### src/rtl/fix_ari_pkg.sv
`default_nettype none
// ============================================================================
// Module   : fix_ari_pkg
// Brief    : Shared defaults and saturation bounds for the fix_ari arithmetic family.
// Revision : 1.0
// ============================================================================
package fix_ari_pkg;

    localparam int DATA_DEF = 15;
    localparam int CNTW_DEF = 16;

    function automatic longint fix_min(input int w);
        return -(longint'(1) <<< (w - 1));
    endfunction

    function automatic longint fix_max(input int w);
        return (longint'(1) <<< (w - 1)) - 1;
    endfunction

endpackage
`default_nettype wire

### src/rtl/fix_ari_sub_pipe_if.sv
`default_nettype none
// ============================================================================
// Module   : fix_ari_sub_pipe_if
// Brief    : Operand-in / result-out valid-ready streams of the subtractor pipe.
// Revision : 1.0
// ============================================================================
interface fix_ari_sub_pipe_if
    import fix_ari_pkg::*;
#(
    parameter int DATA = DATA_DEF
) ();

    logic                   in_valid;
    logic                   in_ready;
    logic signed [DATA-1:0] data_in1;
    logic signed [DATA-1:0] data_in2;
    logic                   out_valid;
    logic                   out_ready;
    logic signed [DATA-1:0] data_out;
    logic                   sat_pos;
    logic                   sat_neg;

    modport master (
        output in_valid, data_in1, data_in2, out_ready,
        input  in_ready, out_valid, data_out, sat_pos, sat_neg
    );

    modport slave (
        input  in_valid, data_in1, data_in2, out_ready,
        output in_ready, out_valid, data_out, sat_pos, sat_neg
    );

endinterface
`default_nettype wire

### src/rtl/fix_ari_sat.sv
`default_nettype none
// ============================================================================
// Module   : fix_ari_sat
// Brief    : Clamps a DATA+1 bit signed value into DATA bits with overflow flags.
// Revision : 1.0
// ============================================================================
module fix_ari_sat
    import fix_ari_pkg::*;
#(
    parameter int DATA = DATA_DEF
) (
    input  logic signed [DATA:0]   value,
    output logic signed [DATA-1:0] result,
    output logic                   pos,
    output logic                   neg
);

    localparam logic signed [DATA-1:0] MAX_V = DATA'(fix_max(DATA));
    localparam logic signed [DATA-1:0] MIN_V = DATA'(fix_min(DATA));

    // The value fits in DATA bits exactly when its top two bits agree.
    always_comb begin
        pos    = ~value[DATA] &  value[DATA-1];
        neg    =  value[DATA] & ~value[DATA-1];
        result = $signed(value[DATA-1:0]);
        if (pos) begin
            result = MAX_V;
        end else if (neg) begin
            result = MIN_V;
        end
    end

endmodule
`default_nettype wire

### src/rtl/fix_ari_sub_pipe.sv
`default_nettype none
// ============================================================================
// Module   : fix_ari_sub_pipe
// Brief    : Two-stage valid/ready saturating subtractor with saturation counter.
// Revision : 1.0
// ============================================================================
module fix_ari_sub_pipe
    import fix_ari_pkg::*;
#(
    parameter int DATA = DATA_DEF,
    parameter int CNTW = CNTW_DEF
) (
    input  logic              clk,
    input  logic              rst_n,
    input  logic              clr_cnt,
    output logic [CNTW-1:0]   sat_cnt,
    fix_ari_sub_pipe_if.slave bus
);

    localparam logic [CNTW-1:0] CNT_MAX = '1;

    logic signed [DATA:0]   s1_diff;
    logic                   s1_valid;
    logic                   s2_valid;
    logic signed [DATA-1:0] s2_data;
    logic                   s2_pos;
    logic                   s2_neg;
    logic                   s2_free;
    logic                   in_fire;
    logic                   out_fire;
    logic signed [DATA-1:0] sat_res;
    logic                   sat_p;
    logic                   sat_n;

    // Stage 2 can take new data when empty or draining; stage 1 follows it.
    assign s2_free       = ~s2_valid | bus.out_ready;
    assign bus.in_ready  = ~s1_valid | s2_free;
    assign in_fire       = bus.in_valid & bus.in_ready;
    assign out_fire      = s2_valid & bus.out_ready;

    assign bus.out_valid = s2_valid;
    assign bus.data_out  = s2_data;
    assign bus.sat_pos   = s2_pos;
    assign bus.sat_neg   = s2_neg;

    always_ff @(posedge clk or negedge rst_n) begin
        if (!rst_n) begin
            s1_valid <= 1'b0;
            s1_diff  <= '0;
        end else if (in_fire) begin
            s1_valid <= 1'b1;
            s1_diff  <= $signed({bus.data_in1[DATA-1], bus.data_in1})
                      - $signed({bus.data_in2[DATA-1], bus.data_in2});
        end else if (s2_free) begin
            s1_valid <= 1'b0;
        end
    end

    fix_ari_sat #(
        .DATA   (DATA)
    ) u_sat (
        .value  (s1_diff),
        .result (sat_res),
        .pos    (sat_p),
        .neg    (sat_n)
    );

    always_ff @(posedge clk or negedge rst_n) begin
        if (!rst_n) begin
            s2_valid <= 1'b0;
            s2_data  <= '0;
            s2_pos   <= 1'b0;
            s2_neg   <= 1'b0;
        end else if (s2_free) begin
            s2_valid <= s1_valid;
            if (s1_valid) begin
                s2_data <= sat_res;
                s2_pos  <= sat_p;
                s2_neg  <= sat_n;
            end
        end
    end

    always_ff @(posedge clk or negedge rst_n) begin
        if (!rst_n) begin
            sat_cnt <= '0;
        end else if (clr_cnt) begin
            sat_cnt <= '0;
        end else if (out_fire && (s2_pos || s2_neg) && (sat_cnt != CNT_MAX)) begin
            sat_cnt <= sat_cnt + 1'b1;
        end
    end

endmodule
`default_nettype wire

### src/flat_wrapper.sv
// flat-port wrapper written by rule: the top's interface ports become plain ports
module fix_ari_sub_pipe_flat import fix_ari_pkg::*;
#(
    parameter int DATA = DATA_DEF,
    parameter int CNTW = CNTW_DEF
)
  (clk, rst_n, clr_cnt, sat_cnt, bus_in_valid, bus_data_in1, bus_data_in2, bus_out_ready, bus_in_ready, bus_out_valid, bus_data_out, bus_sat_pos, bus_sat_neg);
  fix_ari_sub_pipe_if #(.DATA(DATA)) bus_i ();
  input  logic clk;
  input  logic rst_n;
  input  logic clr_cnt;
  output logic [CNTW-1:0] sat_cnt;
  input wire logic [$bits(bus_i.in_valid)-1:0] bus_in_valid;
  input wire logic [$bits(bus_i.data_in1)-1:0] bus_data_in1;
  input wire logic [$bits(bus_i.data_in2)-1:0] bus_data_in2;
  input wire logic [$bits(bus_i.out_ready)-1:0] bus_out_ready;
  output wire logic [$bits(bus_i.in_ready)-1:0] bus_in_ready;
  output wire logic [$bits(bus_i.out_valid)-1:0] bus_out_valid;
  output wire logic [$bits(bus_i.data_out)-1:0] bus_data_out;
  output wire logic [$bits(bus_i.sat_pos)-1:0] bus_sat_pos;
  output wire logic [$bits(bus_i.sat_neg)-1:0] bus_sat_neg;
  assign bus_i.in_valid = bus_in_valid;
  assign bus_i.data_in1 = bus_data_in1;
  assign bus_i.data_in2 = bus_data_in2;
  assign bus_i.out_ready = bus_out_ready;
  assign bus_in_ready = bus_i.in_ready;
  assign bus_out_valid = bus_i.out_valid;
  assign bus_data_out = bus_i.data_out;
  assign bus_sat_pos = bus_i.sat_pos;
  assign bus_sat_neg = bus_i.sat_neg;
  fix_ari_sub_pipe #(.DATA(DATA), .CNTW(CNTW)) u_core (.clk(clk), .rst_n(rst_n), .clr_cnt(clr_cnt), .sat_cnt(sat_cnt), .bus(bus_i));
endmodule
### config.mk
export PLATFORM = sky130hd
export DESIGN_NAME = fix_ari_sub_pipe_flat
export DESIGN_NICKNAME = d
export VERILOG_FILES = /design/src/rtl/fix_ari_pkg.sv /design/src/rtl/fix_ari_sub_pipe_if.sv /design/src/rtl/fix_ari_sat.sv /design/src/rtl/fix_ari_sub_pipe.sv /design/src/flat_wrapper.sv
export SDC_FILE = /design/constraint.sdc
export NUM_CORES = 1
export LEC_CHECK = 0
export BUFFER_PORTS_ARGS = -buffer_cell sky130_fd_sc_hd__buf_2
export CORE_MARGIN = 1.5
export CORE_UTILIZATION = 45
export CTS_CLUSTER_DIAMETER = 80
export DETAILED_ROUTE_END_ITERATION = 6
export GPL_TIMING_DRIVEN = 0
export HOLD_SLACK_MARGIN = 0.08
export PLACE_DENSITY = 0.66
export REMOVE_ABC_BUFFERS = 1
export SETUP_SLACK_MARGIN = 0.02
export SLEW_MARGIN = 10
export SYNTH_ARGS = -nofsm -noshare
export SYNTH_HDL_FRONTEND = slang
export SYNTH_SLANG_ARGS = --single-unit
### constraint.sdc
create_clock -name clk -period 2.25 [get_ports clk]
set_clock_uncertainty 0.2 [all_clocks]
set_input_delay 0.45 -clock clk [delete_from_list [all_inputs] [get_ports clk]]
set_output_delay 0.45 -clock clk [all_outputs]
set_load 0.01 [all_outputs]
==> run summary, run 1 <==
outcome - finished with violations
violated checks - DRC
CP max stage cell - fa_2
Worst Hold End - u_core.s1_valid$_DFFE_PN0P_
Starting Density - 47.1%
Placed Area - 0.00341 mm^2
Crit Reg-Reg Startpoint - u_core.sat_cnt[0]$_DFFE_PN0P_
CTS root buf - clkbuf_8
WL final - 6.00 mm
CP required - 2.23 ns
RSZ-0062 raised after global routing - true
# IOs - 70
DRC Markers - 5
final antenna-violating net count - 0
Tot GR Track Use - 17.6%
YS warnings - 0
critical path cell sequence - buf_6 -> inv_4 -> ha_4 -> fa_2 -> nor2b_4 -> o2111a_2 -> o31ai_4 -> a31o_4 -> and3_4 -> a2111o_1
# setup viols final - 0
reg-to-reg endpoint - u_core.sat_cnt[9]$_DFFE_PN0P_
Post-synth EDFFs - 0
die width - 85.0 um
global-route wire length before repair - 10.4 mm
clk sinks - 51
number of DRC markers in iteration 0 - 119
worst setup path class - in2reg
CTS tree - yes
post-layout util - 57.8%
GRT overflow - 0
cell area after synthesis - 0.00302 mm^2
Peak Freq - 447 MHz
area delta synth->final - 22.9%
hold_sp - bus_in_valid
max-cap violation count - 0
Clock Path Buffers - 2
Final Critical Period - 2.24 ns
#FFs+latches synth - 51
Antenna Cells - 0
die area - 0.00722 mm^2
worst path buffer plus inverter count - 2
drt wl/cell - 13.0 um
finished layout cell area - 0.00371 mm^2
Post-synth ARST share - 100%
final hold viol count - 0
row cnt - 29
worst slew pin tran - 0.755 ns
Post-layout nets - 436
Pwr Total - 2.72 mW
worst skew pair latency - 0.30 ns
slew margin rel. - 49.6%
fill count - 573
FF-to-FF setup slack - 0.15 ns
leakage power total - 1.75 nW
TritonRoute pass-1 iters - 6
core footprint - 0.00642 mm^2
number of I/O port buffers - 69
Worst EP arrival - 2.22 ns
element type at the critical path end - register
CP peak stage delay - 0.37 ns
vias in the first global route - 2367
Final GP Congestion - 0.818
vias per cell - 5.24
HPWL after DPL - 4.24 mm
hold-critical path depth - 2
clock buffer count from CTS - 5
largest net degree at the start of global routing - 52
Die H - 85.0 um
Main synth FF type - dfrtp_1
family with the most delay on the worst path - compound AO/OA/AOI/OAI gates
Unique masters post-synth - 49
R2R depth - 7
DR vias - 2421
PwrDens - 732 mW/mm^2
worst-case vdd ir drop - 318 uV
initial antenna violation count - 0
Tcrit/Tclk final - 99.5%
Hold Crit Class - in2reg
max-slew violations - 0
Critical Path Start Type - primary input
mean post-synth cell area - 9.57 um^2
H-tree depth - 2
Synth Instances - 316
Reg clk slew, reported paths - 0.09 ns
ratio of cells with drive above 1 in the final layout - 30.6%
crit-path max FO - 3
post-synthesis sequential area ratio - 42.2%
-- what timing repair did --
item / CTS / global route
pin swaps: 2 / 6
gates resized for setup: 15 / 9
hold buffers: 0 / 1
setup buffers: 0 / 6
endpoints found under the setup margin: 5 / 6
cloned: 0 / 0
hold endpoints to repair: 0 / 51
-- worst max-delay path by stage --
stage                                     end  cells after the start             from
6_report       u_core.s1_diff[14]$_DFFE_PN0P_                     10  bus_data_in1[0]
5_1_grt        u_core.s1_diff[14]$_DFFE_PN0P_                     10  bus_data_in1[0]
4_1_cts        u_core.s1_diff[14]$_DFFE_PN0P_                      9  bus_data_in2[0]
3_5_place_dp   u_core.s1_diff[14]$_DFFE_PN0P_                      9  bus_data_in2[0]
3_3_place_gp   u_core.s1_diff[14]$_DFFE_PN0P_                      9  bus_data_in2[0]
2_1_floorplan  u_core.s1_diff[14]$_DFFE_PN0P_                      9  bus_data_in1[0]
-- placed cells by master, fill, tap and decap left out, types with 2 or more instances in the layout --
| master | count |
|---|---|
| xor2_1 | 9 |
| buf_2 | 66 |
| nor2_1 | 28 |
| nor2b_1 | 3 |
| mux2_2 | 14 |
| nand2_1 | 31 |
| or3_4 | 2 |
| o211ai_1 | 2 |
| dfrtp_1 | 51 |
| xnor2_1 | 11 |
| nor3_1 | 7 |
| o31ai_1 | 3 |
| ha_4 | 2 |
| nand3_1 | 12 |
| a211oi_1 | 3 |
| buf_4 | 7 |
| inv_1 | 18 |
| maj3_1 | 14 |
| clkbuf_8 | 6 |
| ha_1 | 14 |
| nand4_1 | 7 |
| a211o_1 | 2 |
| o21ai_0 | 15 |
| and2_1 | 2 |
| nand2b_1 | 5 |
| a31oi_1 | 2 |
| o21a_1 | 3 |
| buf_6 | 2 |
| a21oi_1 | 12 |
-- cell families (layout without fill, tap and decap cells) --
kind of cell             after synthesis  after routing  synth area share, %
adder cells (fa/ha/maj)               31             31                 11.9
AO/OA/AOI/OAI                         55             55                 12.1
buffers and inverters                 35            104                 4.39
XOR/XNOR                              21             21                 6.08
flip-flops                            51             51                 42.2
AND/OR/NAND/NOR                      109            109                 18.0
multiplexers                          14             14                 5.22
-- where the power goes --
group / switching [mW] / total [mW] / leakage [nW] / internal (mW)
Clock: 0.297 / 0.657 / 0.0612 / 0.360
Combinational: 0.416 / 0.827 / 1.04 / 0.411
Sequential: 0.130 / 1.24 / 0.647 / 1.11
Total: 0.842 / 2.72 / 1.75 / 1.88
-- sequential cells by signal (all words and copies together) (netlist names) --
name	count
u_core.bus.data_out	15
u_core.bus.sat_pos	1
u_core.bus.sat_neg	1
u_core.sat_cnt	16
u_core.s1_valid	1
u_core.bus.out_valid	1
u_core.s1_diff	16
-- per-stage QoR --
step / cells / TNS [ns] / hold slack, ns / setup slack, ns
2_1_floorplan: 301 / -0.200 / -0.0456 / -0.200
3_3_place_gp: 447 / -1.77 / 0.261 / -0.409
3_5_place_dp: 447 / -1.91 / 0.269 / -0.423
4_1_cts: 455 / 0 / 0.168 / 0.0222
5_1_grt: 462 / -0.0623 / 0.172 / -0.0336
6_report: 462 / 0 / 0.173 / 0.0112
-- area by class of cell --
class | instances | area (um^2) | area share (%)
clock buffers | 6 | 82.6 | 2.22
clock inverters | 2 | 35.0 | 0.943
inverters | 20 | 77.6 | 2.09
multi-input cells | 230 | 1730 | 46.6
flip-flops and latches | 51 | 1280 | 34.4
well taps | 77 | 96.3 | 2.59
repair buffers | 76 | 415 | 11.2
-- per-layer routing --
layer / wire, um / up-vias / global-route usage [%]
met4: 40 / 0 / 4.17
met2: 2880 / 61 / 30.6
li1: - / 1239 / -
met1: 2790 / 1117 / 22.6
met3: 286 / 4 / 3.40
met5: 0 / - / 0
-- cells in the mapped netlist (all sizes together) (11+ instances only) --
cell type  count  area share (%)
a21oi         13             2.2
clkbuf        11             1.4
dfrtp         51              42
ha            16             6.6
inv           19             2.4
maj3          14             4.6
mux2          14             5.2
nand2         32             4.0
nand3         12             2.0
nor2          28             3.5
o21ai         16             2.6
xnor2         11             3.2
(Power assumes the default switching activity.)
==> run 2: changes to the inputs <==
--- a/config.mk
+++ b/config.mk
@@ -5,7 +5,7 @@
 export SDC_FILE = /design/constraint.sdc
 export NUM_CORES = 1
 export LEC_CHECK = 0
-export BUFFER_PORTS_ARGS = -buffer_cell sky130_fd_sc_hd__buf_2
+export BUFFER_PORTS_ARGS = -buffer_cell sky130_fd_sc_hd__buf_4
 export CORE_MARGIN = 1.5
 export CORE_UTILIZATION = 45
 export CTS_CLUSTER_DIAMETER = 80
==> run 2 against run 1 <==
Effect of this change:
- the run ends with DRC, setup timing left
- fmax shrank 0.74%
- via count increased by 1.7%
- cell area grew 2.7%
- worst hold slack got worse by 0.0092 ns
- first-iteration DRC count is 26% lower
- count of clock-buffer cells in the layout unchanged
- global-route usage is 0.25 points higher
- combinational power increased by 7.9%
- flip-flop and latch count is the same
- sequential power hardly changed
- largest cell class unchanged
- highest routed layer unchanged
==> run summary, run 2 (synthesized netlist as in run 1, its figures left out) <==
Final GP Congestion - 0.804
max-cap violation count - 0
drt wl/cell - 13.1 um
Multi-input gate area - 0.00169 mm^2
DRC Markers - 5
die width - 85.0 um
# setup viols final - 1
number of I/O port buffers - 69
fill count - 579
CTS root buf - clkbuf_8
PwrDens - 728 mW/mm^2
Clock Path Buffers - 2
CP peak stage delay - 0.36 ns
Peak Freq - 443 MHz
worst setup path class - in2reg
worst slew pin tran - 0.763 ns
initial antenna violation count - 0
Starting Density - 47.1%
GRT overflow - 0
CP required - 2.23 ns
finished layout cell area - 0.00381 mm^2
number of DRC markers in iteration 0 - 88
H-tree depth - 2
row cnt - 29
Crit Reg-Reg Startpoint - u_core.sat_cnt[1]$_DFFE_PN0P_
Reg clk slew, reported paths - 0.08 ns
register area - 0.00128 mm^2
clk sinks - 51
CTS tree - yes
Worst EP arrival - 2.24 ns
TritonRoute pass-1 iters - 7
vias per cell - 5.35
RSZ-0062 raised after global routing - true
area delta synth->final - 26.2%
critical path cell sequence - buf_4 -> ha_2 -> fa_2 -> nor2b_2 -> o2111a_2 -> o31ai_4 -> a31o_4 -> and3_1 -> a2111o_1
final worst setup slack - -0.00543 ns
die area - 0.00722 mm^2
crit-path max FO - 3
core footprint - 0.00642 mm^2
largest net degree at the start of global routing - 52
Antenna Cells - 0
post-layout util - 59.4%
Critical Path Start Type - primary input
final antenna-violating net count - 0
DR vias - 2462
Die H - 85.0 um
reg-to-reg endpoint - u_core.sat_cnt[9]$_DFFE_PN0P_
most common cell after layout, fill and taps aside - buf_4
WL met1 - 2.79 mm
WL final - 6.02 mm
# IOs - 70
leakage power total - 1.77 nW
Post-layout nets - 434
met3 routed WL - 287 um
Tcrit/Tclk final - 100%
clock buffer count from CTS - 5
Hold Crit Class - in2reg
ratio of cells with drive above 1 in the final layout - 30.3%
violated checks - DRC, setup timing
crit path launch - bus_data_in2[0]
R2R depth - 7
Pwr Total - 2.78 mW
Top Layer Used - met4
final hold viol count - 0
element type at the critical path end - register
max-slew violations - 0
most frequent cells in the layout - buf_4, dfrtp_1, nand2_1
outcome - finished with violations
HPWL after DPL - 4.40 mm
worst-case vdd ir drop - 303 uV
met2 wire length - 2.89 mm
Placed Area - 0.00358 mm^2
Final Critical Period - 2.26 ns
vias in the first global route - 2408
Tot GR Track Use - 17.8%
Critical Path Sink - u_core.s1_diff[14]$_DFFE_PN0P_
FF-to-FF setup slack - 0.15 ns
CP max stage cell - fa_2
worst skew pair latency - 0.29 ns
global-route wire length before repair - 10.6 mm
slew margin rel. - 49.0%
## run 2: cell count changes in the layout (fill, tap and decap cells not counted), moves of 2 or more
cell     change
ha_2         +2
nor2b_2      +2
buf_4       +66
buf_2       -66
ha_4         -2
buf_6        -2
## run 2: what timing repair did
| action | CTS | global route |
|---|---|---|
| hold buffers | 1 | 0 |
| endpoints found under the setup margin | 4 | 6 |
| endpoints found under the hold margin | 51 | 0 |
| buffers inserted | 3 | 1 |
| gates resized for setup | 6 | 13 |
| pin swaps | 3 | 2 |
## run 2: layer usage
metal,vias to the layer above,track usage (%)
li1,1236,-
met1,1155,23.0
met2,65,30.8
met3,6,3.40
met4,0,4.62
met5,-,0
## run 2: critical path: cells and delay by family
kind	cells	cell delay [ns]
AO/OA/AOI/OAI	4	0.83
AND/OR/NAND/NOR	2	0.30
buffers and inverters	1	0.11
adder cells (fa/ha/maj)	2	0.55
## run 2: layout make-up
class / count / share of cell area, %
clock inverters: 2 / 0.918
inverters: 20 / 1.97
clock buffers: 6 / 2.16
well taps: 77 / 2.53
multi-input cells: 230 / 44.3
flip-flops and latches: 51 / 33.5
repair buffers: 74 / 14.6
## run 2: where the power goes
group	internal [mW]	total (mW)	leakage (nW)	switching, mW
registers	1.11	1.24	0.647	0.137
clock network	0.360	0.641	0.0612	0.281
logic	0.483	0.892	1.06	0.409
## run 2: per-stage QoR
stage,hold slack (ns),instances,setup TNS [ns],setup slack (ns)
after floorplan,-0.0456,301,-0.200,-0.200
after global placement,0.261,447,-1.78,-0.420
after detailed placement,0.268,447,-1.97,-0.446
after CTS,0.156,459,-0.0412,-0.0412
after global routing,0.163,460,-0.122,-0.0626
final,0.164,460,-0.00543,-0.00543
## run 2: how the worst min path moves through the flow
stage	end	slack (ns)	startpoint	depth (start not counted)
after global placement	u_core.s1_diff[6]$_DFFE_PN0P_	0.26	u_core.s1_diff[6]$_DFFE_PN0P_	2
after CTS	u_core.s1_valid$_DFFE_PN0P_	0.16	bus_in_valid	2
final	u_core.s1_valid$_DFFE_PN0P_	0.16	bus_in_valid	2
after global routing	u_core.s1_valid$_DFFE_PN0P_	0.16	bus_in_valid	2
after floorplan	u_core.bus.data_out[0]$_DFFE_PN0P_	-0.05	rst_n	0
after detailed placement	u_core.s1_diff[6]$_DFFE_PN0P_	0.27	u_core.s1_diff[6]$_DFFE_PN0P_	2
==> run 3: changes to the inputs <==
--- a/config.mk
+++ b/config.mk
@@ -5,14 +5,14 @@
 export SDC_FILE = /design/constraint.sdc
 export NUM_CORES = 1
 export LEC_CHECK = 0
-export BUFFER_PORTS_ARGS = -buffer_cell sky130_fd_sc_hd__buf_4
 export CORE_MARGIN = 1.5
 export CORE_UTILIZATION = 45
 export CTS_CLUSTER_DIAMETER = 80
 export DETAILED_ROUTE_END_ITERATION = 6
+export DONT_BUFFER_PORTS = 1
 export GPL_TIMING_DRIVEN = 0
 export HOLD_SLACK_MARGIN = 0.08
-export PLACE_DENSITY = 0.66
+export PLACE_DENSITY = 0.57
 export REMOVE_ABC_BUFFERS = 1
 export SETUP_SLACK_MARGIN = 0.02
 export SLEW_MARGIN = 10
==> constraint.sdc (replaced) <==
create_clock -name clk -period 2.6 [get_ports clk]
set_clock_uncertainty 0.2 [all_clocks]
set_input_delay 0.52 -clock clk [delete_from_list [all_inputs] [get_ports clk]]
set_output_delay 0.52 -clock clk [all_outputs]
set_load 0.01 [all_outputs]
==> run 3 against run 2 <==
Effect of this change:
- the run ends with DRC left
- critical path depth stayed put
- largest power group unchanged
- first-iteration DRC count is 32% lower
- power is 19% lower
- global-route usage is 0.78 points lower
- combinational power is 48% lower
- highest routed layer unchanged
- utilization is 8.7 points lower
- final cell count is 15% lower
- via count is 13% lower
==> run summary, run 3 (synthesized netlist as in run 1, its figures left out) <==
Final GP Congestion - 0.840
number of DRC markers in iteration 0 - 60
outcome - finished with violations
WL met1 - 2.70 mm
ratio of cells with drive above 1 in the final layout - 9.90%
violated checks - DRC
drt wl/cell - 14.9 um
Die H - 85.0 um
Worst EP arrival - 2.31 ns
CTS root buf - clkbuf_8
largest net degree at the start of global routing - 52
max-cap violation count - 0
vias per cell - 5.47
Critical Path Start Type - primary input
DR vias - 2132
Tot GR Track Use - 17.1%
fill count - 612
slew margin rel. - 49.1%
die area - 0.00722 mm^2
element type at the critical path end - register
reg-to-reg endpoint - u_core.sat_cnt[9]$_DFFE_PN0P_
Setup WS pre-CTS - -0.0415 ns
final antenna-violating net count - 0
leakage power total - 1.42 nW
post-layout util - 50.7%
Starting Density - 47.1%
most common cell after layout, fill and taps aside - dfrtp_1
most frequent cells in the layout - dfrtp_1, nand2_1, nor2_1
HPWL after DPL - 4.13 mm
CP required - 2.58 ns
# Post-CTS Setup Buffers - 0
Post-layout nets - 364
RSZ-0062 raised after global routing - false
setup TNS - 0 ns
CTS tree - yes
core footprint - 0.00642 mm^2
area delta synth->final - 7.66%
final worst setup slack - 0.270 ns
Multi-input gate area - 0.00162 mm^2
final hold viol count - 0
Clock Path Buffers - 2
row cnt - 29
worst slew pin tran - 0.762 ns
# IOs - 70
met3 routed WL - 349 um
Tcrit/Tclk final - 89.6%
die width - 85.0 um
crit-path max FO - 3
met2 wire length - 2.66 mm
WL final - 5.80 mm
CP max stage cell - fa_1
critical path cell sequence - inv_1 -> ha_1 -> fa_1 -> nor2b_1 -> o2111a_1 -> o31ai_2 -> a31o_2 -> and3_1 -> a2111o_1
Critical Path Sink - u_core.s1_diff[14]$_DFFE_PN0P_
number of I/O port buffers - 0
worst-case vdd ir drop - 264 uV
# setup viols final - 0
Top Layer Used - met4
initial antenna violation count - 0
crit path launch - bus_data_in1[0]
clk sinks - 51
vias in the first global route - 2110
H-tree depth - 2
Peak Freq - 429 MHz
FF-to-FF setup slack - 0.33 ns
Final Critical Period - 2.33 ns
clock buffer count from CTS - 5
worst skew pair latency - 0.30 ns
Antenna Cells - 0
PwrDens - 693 mW/mm^2
Crit Reg-Reg Startpoint - u_core.sat_cnt[0]$_DFFE_PN0P_
R2R depth - 7
GRT overflow - 0
global-route wire length before repair - 9.96 mm
max-slew violations - 0
Hold Crit Class - in2reg
TritonRoute pass-1 iters - 7
worst setup path class - in2reg
DRC Markers - 5
Reg clk slew, reported paths - 0.09 ns
CP peak stage delay - 0.41 ns
register area - 0.00128 mm^2
run 3: cell types whose count changed in the layout (fill, tap and decap cells not counted), moves of 2 or more:
cell,previous run,this run
a21oi_1,11,13
buf_4,73,0
o21ai_0,14,16
ha_2,2,0
nor2b_2,2,0
ha_1,14,16
dlygate4sd3_1,1,3
o21ai_1,2,0
nor2b_1,2,4
run 3: worst min-delay path by stage:
stage	endpoint	start	depth (start not counted)
finish	u_core.s1_valid$_DFFE_PN0P_	bus_in_valid	1
CTS	u_core.sat_cnt[2]$_DFFE_PN0P_	clr_cnt	1
floorplan	u_core.bus.data_out[0]$_DFFE_PN0P_	rst_n	0
global placement	u_core.sat_cnt[4]$_DFFE_PN0P_	rst_n	0
detailed placement	u_core.sat_cnt[4]$_DFFE_PN0P_	rst_n	0
global route	u_core.s1_valid$_DFFE_PN0P_	bus_in_valid	1
run 3: metal layers:
layer  vias up  global-route usage (%)
li1       1095                       -
met3         8                    3.70
met2        58                    28.8
met5         -                       0
met1       971                    21.8
met4         0                    5.51
run 3: cell type report:
| class | instances | share of cell area [%] |
|---|---|---|
| repair buffers | 4 | 1.77 |
| clock buffers | 6 | 2.23 |
| clock inverters | 2 | 1.85 |
| inverters | 20 | 2.31 |
| well taps | 77 | 2.96 |
| multi-input cells | 230 | 49.7 |
| flip-flops and latches | 51 | 39.2 |
run 3: report_power, final:
| group | leakage, nW | internal, mW | switching [mW] |
|---|---|---|---|
| sequential | 0.647 | 0.959 | 0.195 |
| clock | 0.0654 | 0.384 | 0.251 |
| combinational | 0.709 | 0.239 | 0.228 |
run 3: per-stage QoR:
step	area, um^2	hold slack [ns]	total power [mW]	instances
2_1_floorplan	2970	0.0244	1.50	301
3_3_place_gp	3060	0.0254	1.61	378
3_5_place_dp	3060	0.0255	1.63	378
4_1_cts	3240	0.0810	2.30	389
5_1_grt	3250	0.122	2.41	390
6_report	3250	0.127	2.26	390
run 3: worst max-delay path, delay by kind of cell:
family | cells | cell delay, ns
buffers and inverters | 1 | 0.02
adder cells (fa/ha/maj) | 2 | 0.61
AO/OA/AOI/OAI | 4 | 0.85
AND/OR/NAND/NOR | 2 | 0.33
run 3: what timing repair did:
| action | 4_1_cts | 5_1_grt |
|---|---|---|
| hold endpoints to repair | 66 | 1 |
| resized for setup | 0 | 1 |
| hold buffers | 3 | 1 |
| setup endpoints to repair | 0 | 2 |
